===== src/rtl/imem_loader.sv =====
// Byte-stream loader that fills the instruction memory and holds the core in reset until done.
// Optional inter-byte timeout enabled by defining IMEM_LOADER_TIMEOUT_EN.
module imem_loader #(
    parameter int unsigned ADDR_W         = 10,
    parameter int unsigned TIMEOUT_CYCLES = 65535
) (
    input  logic              clk,
    input  logic              reset,
    input  logic              start,
    input  logic              in_valid,
    input  logic [7:0]        in_data,
    output logic              in_ready,
    output logic              imem_we,
    output logic [ADDR_W-1:0] imem_addr,
    output logic [31:0]       imem_wdata,
    output logic              cpu_hold,
    output logic              done,
    output logic              error
);

    typedef enum logic [2:0] {
        StIdle,
        StLen0,
        StLen1,
        StData,
        StCsum,
        StDone,
        StErr
    } state_e;

    // Largest legal image length in words (2^ADDR_W); 17 bits so ADDR_W=16 still fits.
    localparam logic [16:0] MaxWords = 17'(1) << ADDR_W;

    state_e            state_q, state_d;
    logic [15:0]       len_q, len_d;
    logic [15:0]       word_cnt_q, word_cnt_d;
    logic [1:0]        byte_cnt_q, byte_cnt_d;
    logic [23:0]       shift_q, shift_d;
    logic [7:0]        csum_q, csum_d;
    logic              we_q, we_d;
    logic [ADDR_W-1:0] addr_q, addr_d;
    logic [31:0]       wdata_q, wdata_d;

    logic              active;
    logic              accept;
    logic [15:0]       len_full;
    logic [15:0]       word_cnt_inc;

    assign active       = (state_q == StLen0) || (state_q == StLen1) ||
                          (state_q == StData) || (state_q == StCsum);
    assign accept       = in_valid && active;
    assign len_full     = {in_data, len_q[7:0]};
    assign word_cnt_inc = word_cnt_q + 16'd1;

`ifdef IMEM_LOADER_TIMEOUT_EN
    localparam int unsigned TmoW = (TIMEOUT_CYCLES < 2) ? 1 : $clog2(TIMEOUT_CYCLES + 1);

    logic [TmoW-1:0] tmo_q, tmo_d;
    logic            tmo_hit;

    assign tmo_hit = active && !accept && (tmo_q == TmoW'(TIMEOUT_CYCLES));

    always_comb begin
        tmo_d = '0;
        if (active && !accept) begin
            tmo_d = tmo_q + TmoW'(1);
        end
    end

    always_ff @(posedge clk or negedge reset) begin
        if (!reset) begin
            tmo_q <= '0;
        end else begin
            tmo_q <= tmo_d;
        end
    end
`else
    logic tmo_hit;
    assign tmo_hit = 1'b0;
`endif

    always_comb begin
        state_d    = state_q;
        len_d      = len_q;
        word_cnt_d = word_cnt_q;
        byte_cnt_d = byte_cnt_q;
        shift_d    = shift_q;
        csum_d     = csum_q;
        we_d       = 1'b0;
        addr_d     = addr_q;
        wdata_d    = wdata_q;

        unique case (state_q)
            StIdle, StDone, StErr: begin
                if (start) begin
                    state_d    = StLen0;
                    len_d      = '0;
                    word_cnt_d = '0;
                    byte_cnt_d = '0;
                    shift_d    = '0;
                    csum_d     = '0;
                end
            end
            StLen0: begin
                if (accept) begin
                    len_d[7:0] = in_data;
                    state_d    = StLen1;
                end
            end
            StLen1: begin
                if (accept) begin
                    len_d = len_full;
                    if ({1'b0, len_full} > MaxWords) begin
                        state_d = StErr;
                    end else if (len_full == 16'd0) begin
                        state_d = StCsum;
                    end else begin
                        state_d = StData;
                    end
                end
            end
            StData: begin
                if (accept) begin
                    csum_d     = csum_q ^ in_data;
                    byte_cnt_d = byte_cnt_q + 2'd1;
                    if (byte_cnt_q == 2'd3) begin
                        // Strobe is registered, so it lands the cycle after the 4th byte.
                        we_d       = 1'b1;
                        addr_d     = word_cnt_q[ADDR_W-1:0];
                        wdata_d    = {in_data, shift_q};
                        word_cnt_d = word_cnt_inc;
                        if (word_cnt_inc == len_q) begin
                            state_d = StCsum;
                        end
                    end else begin
                        shift_d = {in_data, shift_q[23:8]};
                    end
                end
            end
            StCsum: begin
                if (accept) begin
                    state_d = (in_data == csum_q) ? StDone : StErr;
                end
            end
            default: begin
                state_d = StIdle;
            end
        endcase

        if (tmo_hit) begin
            state_d = StErr;
        end
    end

    always_ff @(posedge clk or negedge reset) begin
        if (!reset) begin
            state_q    <= StIdle;
            len_q      <= '0;
            word_cnt_q <= '0;
            byte_cnt_q <= '0;
            shift_q    <= '0;
            csum_q     <= '0;
            we_q       <= 1'b0;
            addr_q     <= '0;
            wdata_q    <= '0;
        end else begin
            state_q    <= state_d;
            len_q      <= len_d;
            word_cnt_q <= word_cnt_d;
            byte_cnt_q <= byte_cnt_d;
            shift_q    <= shift_d;
            csum_q     <= csum_d;
            we_q       <= we_d;
            addr_q     <= addr_d;
            wdata_q    <= wdata_d;
        end
    end

    assign in_ready   = active;
    assign imem_we    = we_q;
    assign imem_addr  = addr_q;
    assign imem_wdata = wdata_q;
    assign done       = (state_q == StDone);
    assign error      = (state_q == StErr);
    assign cpu_hold   = (state_q != StDone);

endmodule


===== config.mk =====
export PLATFORM = sky130hd
export DESIGN_NAME = imem_loader
export DESIGN_NICKNAME = d
export VERILOG_FILES = /design/src/rtl/imem_loader.sv
export SDC_FILE = /design/constraint.sdc
export NUM_CORES = 1
export LEC_CHECK = 0
export ABC_AREA = 1
export CAP_MARGIN = 10
export CORE_ASPECT_RATIO = 1.2
export CORE_UTILIZATION = 55
export DETAILED_ROUTE_END_ITERATION = 12
export PLACE_DENSITY = 0.78
export SYNTH_ARGS = -nofsm -noshare
export SYNTH_HDL_FRONTEND = slang
export SYNTH_SLANG_ARGS = --single-unit

===== constraint.sdc =====
create_clock -name clk -period 4.7 [get_ports clk]
set_input_delay 0.94 -clock clk [delete_from_list [all_inputs] [get_ports clk]]
set_output_delay 0.94 -clock clk [all_outputs]
set_load 0.01 [all_outputs]

== After elaboration in Yosys (flattened, before gate mapping) ==
Index checks and enable logic that the tools add are counted.
Word-level totals
  register bits: 112
  word-level logic and storage cells: 82
  bits in writable memories: 0
  bits in read-only memories: 0
  bits in latches: 0
  output and inout port bits: 47
  memories kept: 0
Operators by class
  $mul: 0
  order comparisons: 1
  mux-type cells: 32
  equal/unequal tests: 18
  div/mod/pow operators: 0
  reduce and logical (&&, ||, !) cells: 17
  bitwise logic cells: 2
  shifts and indexed selects: 0
  add/subtract/negate cells: 2
Operators with widths (number)
  $mux W24: 3
  $mux W16: 4
  $pmux W24 S2: 1
  $pmux W16 S2: 1
  $pmux W8 S2: 2
  $mux W3: 9
  $mux W8: 3
  $pmux W8 S3: 1
  $add A16 B1 Y16 const B: 1
  $eq A16 B16 Y1: 1
  $gt A16 B11 Y1 const B: 1
  $logic_not A16 Y1: 1
  $pmux W3 S5: 1
  $ne A2 B2 Y1 const B: 6
  $reduce_and A4 Y1: 3
  $eq A3 B3 Y1 const B: 3
  $reduce_and A3 Y1: 3
  $eq A8 B8 Y1: 1
  $xor A8 B8 Y8: 1
  $reduce_and A7 Y1: 1
  $eq A3 B2 Y1 const B: 2
  $mux W2: 3
  $reduce_bool A2 Y1: 3
  $ne A2 B1 Y1 const B: 2
  11 further kinds: 15

== Longest topological paths before layout ==
  word-level depth: 7
  depth in mapped cells: 15
  mapped depth without buffers: 15

== Worst setup path after synthesis ==
OpenSTA, ideal clock, no wires.
  kind: input -> register
  start point: input port in_valid
  end point: register addr_q[6], in the netlist imem_addr[6]
  buffers on the path: 2
  path slack: 2.691 ns
  stages on the path: 9
  data arrival time: 1.877 ns
  setup time: 0.132 ns
  required time: 4.568 ns
  cell sequence: inv_1 nor2_4 inv_2 nor2_8 inv_2 buf_6 clkbuf_1 nand2_1 o21ai_0
Between the ends
  word-level cells in the longest chain between the ends: 2
Ends and longest elaborated chain
  start, declared: RTL line 10  | input logic in_valid,
  $logic_and A1 B1 Y1: RTL line 51  | assign accept = in_valid && active;
  $reduce_and A3 Y1 (no line)
  end signal, assigned: RTL line 174  | addr_q <= addr_d;
  end, declared: RTL line 41  | logic [ADDR_W-1:0] addr_q, addr_d;
Every way passes these cells.
A chain may end at the register's enable or synchronous reset.

== Worst setup path after layout ==
  start point: input port in_valid
  end point: register wdata_q[21], in the netlist imem_wdata[21]
Between the ends
  word-level cells in the longest chain between the ends: 2
Ends and longest elaborated chain
  $logic_and A1 B1 Y1: RTL line 51
  $reduce_and A3 Y1 (no line)
  end signal, assigned: RTL line 175  | wdata_q <= wdata_d;
  end, declared: RTL line 42  | logic [31:0] wdata_q, wdata_d;
Every way passes these cells.

==> metrics.log <==
[metrics] CTS hold repair buffers: 0
[metrics] Cell variety after synth: 38
[metrics] number of I/O pins: 59
[metrics] met2 demand-to-capacity share in global routing: 43.67%
[metrics] clock buffer count from CTS: 9
[metrics] placer congestion estimate: 0.8886
[metrics] Pre-Repair DR Iteration Count: 5
[metrics] Lkg Pwr: 2.785 nW
[metrics] Tmin final: 2840 ps
[metrics] clock tree root driver cell: clkbuf_8
[metrics] clock transition time at the flip-flop clock pins of the worst setup and hold paths: 110 ps
[metrics] height of the die: 108.8 um
[metrics] final-report max-slew violation count: 0
[metrics] final net count: 671
[metrics] layout filler cell count: 776
[metrics] clock sinks: 112
[metrics] actual slew at the worst max-slew pin: 1019 ps
[metrics] synthesized net count: 619
[metrics] setup repair after global routing missed its margin: false
[metrics] Rows: 38
[metrics] CTS resizes: 0
[metrics] GRT Residual Overflow: 0
[metrics] tightest slew margin relative to the limit: 32.04%
[metrics] IO buf count: 58
[metrics] H-tree depth: 3
[metrics] ANT nets after route: 0
[metrics] Worst Setup Path Type: in -> reg
[metrics] period utilization: 60.43%
[metrics] critical path arrival: 3140 ps
[metrics] CTS tree: yes
[metrics] busiest metal layer after global routing: met2
[metrics] average size of a mapped cell: 8.647 um^2
[metrics] launching element type of the critical path: input port
[metrics] via count of the first global-routing pass: 4128
[metrics] setup slack of the critical path after layout: 1860 ps
[metrics] worst-skew pair later-pin latency: 380 ps
[metrics] top achievable clock speed: 352.1 MHz
[metrics] HPWL after DPL: 8.599 mm
[metrics] mean routed wirelength per cell: 15.30 um
[metrics] area taken by flip-flops and latches: 2803 um^2
[metrics] initial antenna violation count: 0
[metrics] global-route wire length before repair: 20.16 mm
[metrics] number of flip-flops and latches in the synthesized netlist: 112
[metrics] total setup buffers inserted after CTS: 0
[metrics] critical-path maximum fanout: 67
[metrics] DRC violation count after routing: 0
[metrics] routing usage on met1: 33.78%
[metrics] layout overhead on the synthesized area: 15.40%
[metrics] met3 layer usage reported by global route: 4.324%
[metrics] final core utilization: 66.13%
[metrics] most used cells in the layout excluding fill and tap cells: nand2_1, dfrtp_1, inv_1, nand3_1, clkdlybuf4s50_1
[metrics] Setup Viol. Count Final: 0
[metrics] area of the multi-input gates: 1972 um^2
[metrics] largest clock skew in the final design: 9.743 ps
[metrics] vias per cell: 5.423
[metrics] Longest Clk Path Bufs: 2
[metrics] All-Layer GR Usage: 26.17%
[metrics] worst slack, placed: 1461 ps
[metrics] core box area: 9129 um^2
[metrics] Synth Warn #: 0
[metrics] horizontal extent of the die: 91.03 um
[metrics] Max-Cap Viols: 0
[metrics] Crit path required time: 5000 ps
[metrics] total vias in the final route: 4241
[metrics] Total Wirelength: 11.97 mm
[metrics] post-synthesis instance total: 605
[metrics] DIE AREA: 9907 um^2
[metrics] maximum vdd ir drop: 333.0 uV
[metrics] area of the mapped netlist: 5231 um^2
[metrics] leading cell type in the layout, fill and taps excluded: nand2_1
[metrics] DR iter-0 viols: 277
[metrics] effective utilization at floorplan: 57.31%
[metrics] Diodes inserted: 0
[metrics] Worst Hold Class: reg -> reg
[metrics] largest net degree at the start of global routing: 84
[metrics] Seq/Total Area, Yosys: 53.58%
[metrics] endpoint class of the critical path: flip-flop
[metrics] proportion of layout cells with a drive suffix above 1: 6.798%
[metrics] Cell Pwr Density: 451.1 nW/um^2
[metrics] result of the run: finished clean
[metrics] accumulated negative setup slack: 0 ps
[metrics] Final Hold Fails: 0
[through the flow]
stage / cell area (um^2) / power, mW / hold WS, ps / instances
floorplan: 5231 / 1.961 / 457.0 / 605
global placement: 5847 / 2.153 / 467.7 / 766
detailed placement: 5847 / 2.184 / 477.7 / 766
CTS: 6037 / 2.730 / 505.4 / 782
global route: 6037 / 2.898 / 525.3 / 782
finish: 6037 / 2.723 / 499.4 / 782
[synth_stat cells]
cell | instances | area (um^2)
o21ai_4 | 1 | 16.27
nand2_4 | 1 | 11.26
nand2_1 | 140 | 525.5
a22o_1 | 2 | 17.52
nor2_8 | 1 | 20.02
o21bai_2 | 1 | 11.26
nor3_1 | 4 | 20.02
nand3b_1 | 1 | 7.510
o22ai_1 | 32 | 200.2
xnor2_1 | 3 | 26.28
clkinv_1 | 2 | 7.510
or2_4 | 1 | 8.760
buf_6 | 6 | 67.56
xor2_1 | 7 | 61.31
nor2_1 | 26 | 97.59
buf_2 | 3 | 15.01
xor3_1 | 1 | 23.77
clkbuf_1 | 8 | 30.03
o21ai_0 | 48 | 240.2
o21ai_1 | 25 | 125.1
a21oi_2 | 2 | 17.52
o211ai_1 | 1 | 7.510
a21oi_1 | 3 | 15.01
ha_1 | 2 | 25.02
nor2_4 | 2 | 22.52
inv_1 | 79 | 296.5
nor2_2 | 4 | 25.02
nand2_2 | 2 | 12.51
o22ai_2 | 1 | 12.51
nand3_1 | 58 | 290.3
dfrtp_1 | 112 | 2803
inv_2 | 5 | 18.77
nand4_1 | 14 | 87.58
buf_4 | 2 | 15.01
a21oi_4 | 1 | 16.27
o21ai_2 | 2 | 17.52
inv_4 | 1 | 6.260
nor3_2 | 1 | 10.01
[metal layers]
layer	vias up	routed length (um)
met5	-	0
li1	2090	-
met2	135	5831
met4	0	348
met3	24	575
met1	1992	5211
[logic make-up after synthesis]
family / after synthesis / synth area share [%]
flip-flops: 112 / 53.58
XOR/XNOR: 11 / 2.129
adder cells (fa/ha/maj): 2 / 0.4783
buffers and inverters: 106 / 8.730
AND/OR/NAND/NOR: 255 / 21.76
AO/OA/AOI/OAI: 119 / 13.32
[final cells by class]
class	count	share of cell area [%]
clock inverter	7	1.098
timing repair buffer	60	9.824
sequential	112	46.42
inverter	87	5.451
tap	120	2.487
multi-input combinational	387	32.66
clock buffer	9	2.052
[sequential cells by signal, summed over array words and instances, names as in the netlist]
name	count
imem_addr	10
state_q	3
word_cnt_q	16
shift_q	24
len_q	16
csum_q	8
byte_cnt_q	2
imem_we	1
imem_wdata	32
[power by group]
| part | switching, mW | total, mW | internal [mW] |
|---|---|---|---|
| clock network | 0.353 | 0.557 | 0.204 |
| registers | 0.0901 | 1.20 | 1.11 |
| logic | 0.643 | 0.969 | 0.326 |
| total | 1.09 | 2.72 | 1.64 |
[critical path, cell delays in order]
cell and delay [ps]:
clkdlybuf4s50_1 440, inv_1 160, nor2_4 80, inv_2 160, nor2_8 80, inv_2 710
buf_4 380, nand2_1 80, o21ai_0 80
[worst paths after layout]
check | from | to | slack (ps) | cells past startpoint
setup / recovery | in_valid | imem_wdata[21]$_DFFE_PN0P_ | 1860 | 9
hold / removal | imem_addr[7]$_DFFE_PN0P_ | imem_addr[7]$_DFFE_PN0P_ | 500 | 2
setup reg to reg | state_q[1]$_DFFE_PN0P_ | imem_wdata[21]$_DFFE_PN0P_ | 2310 | 10
hold reg to reg | imem_addr[7]$_DFFE_PN0P_ | imem_addr[7]$_DFFE_PN0P_ | 500 | 2
max in group asynchronous | reset | imem_wdata[25]$_DFFE_PN0P_ | 3010 | 2
min in group asynchronous | reset | csum_q[7]$_DFFE_PN0P_ | 730 | 1
Power figures use the tool's default switching activity.
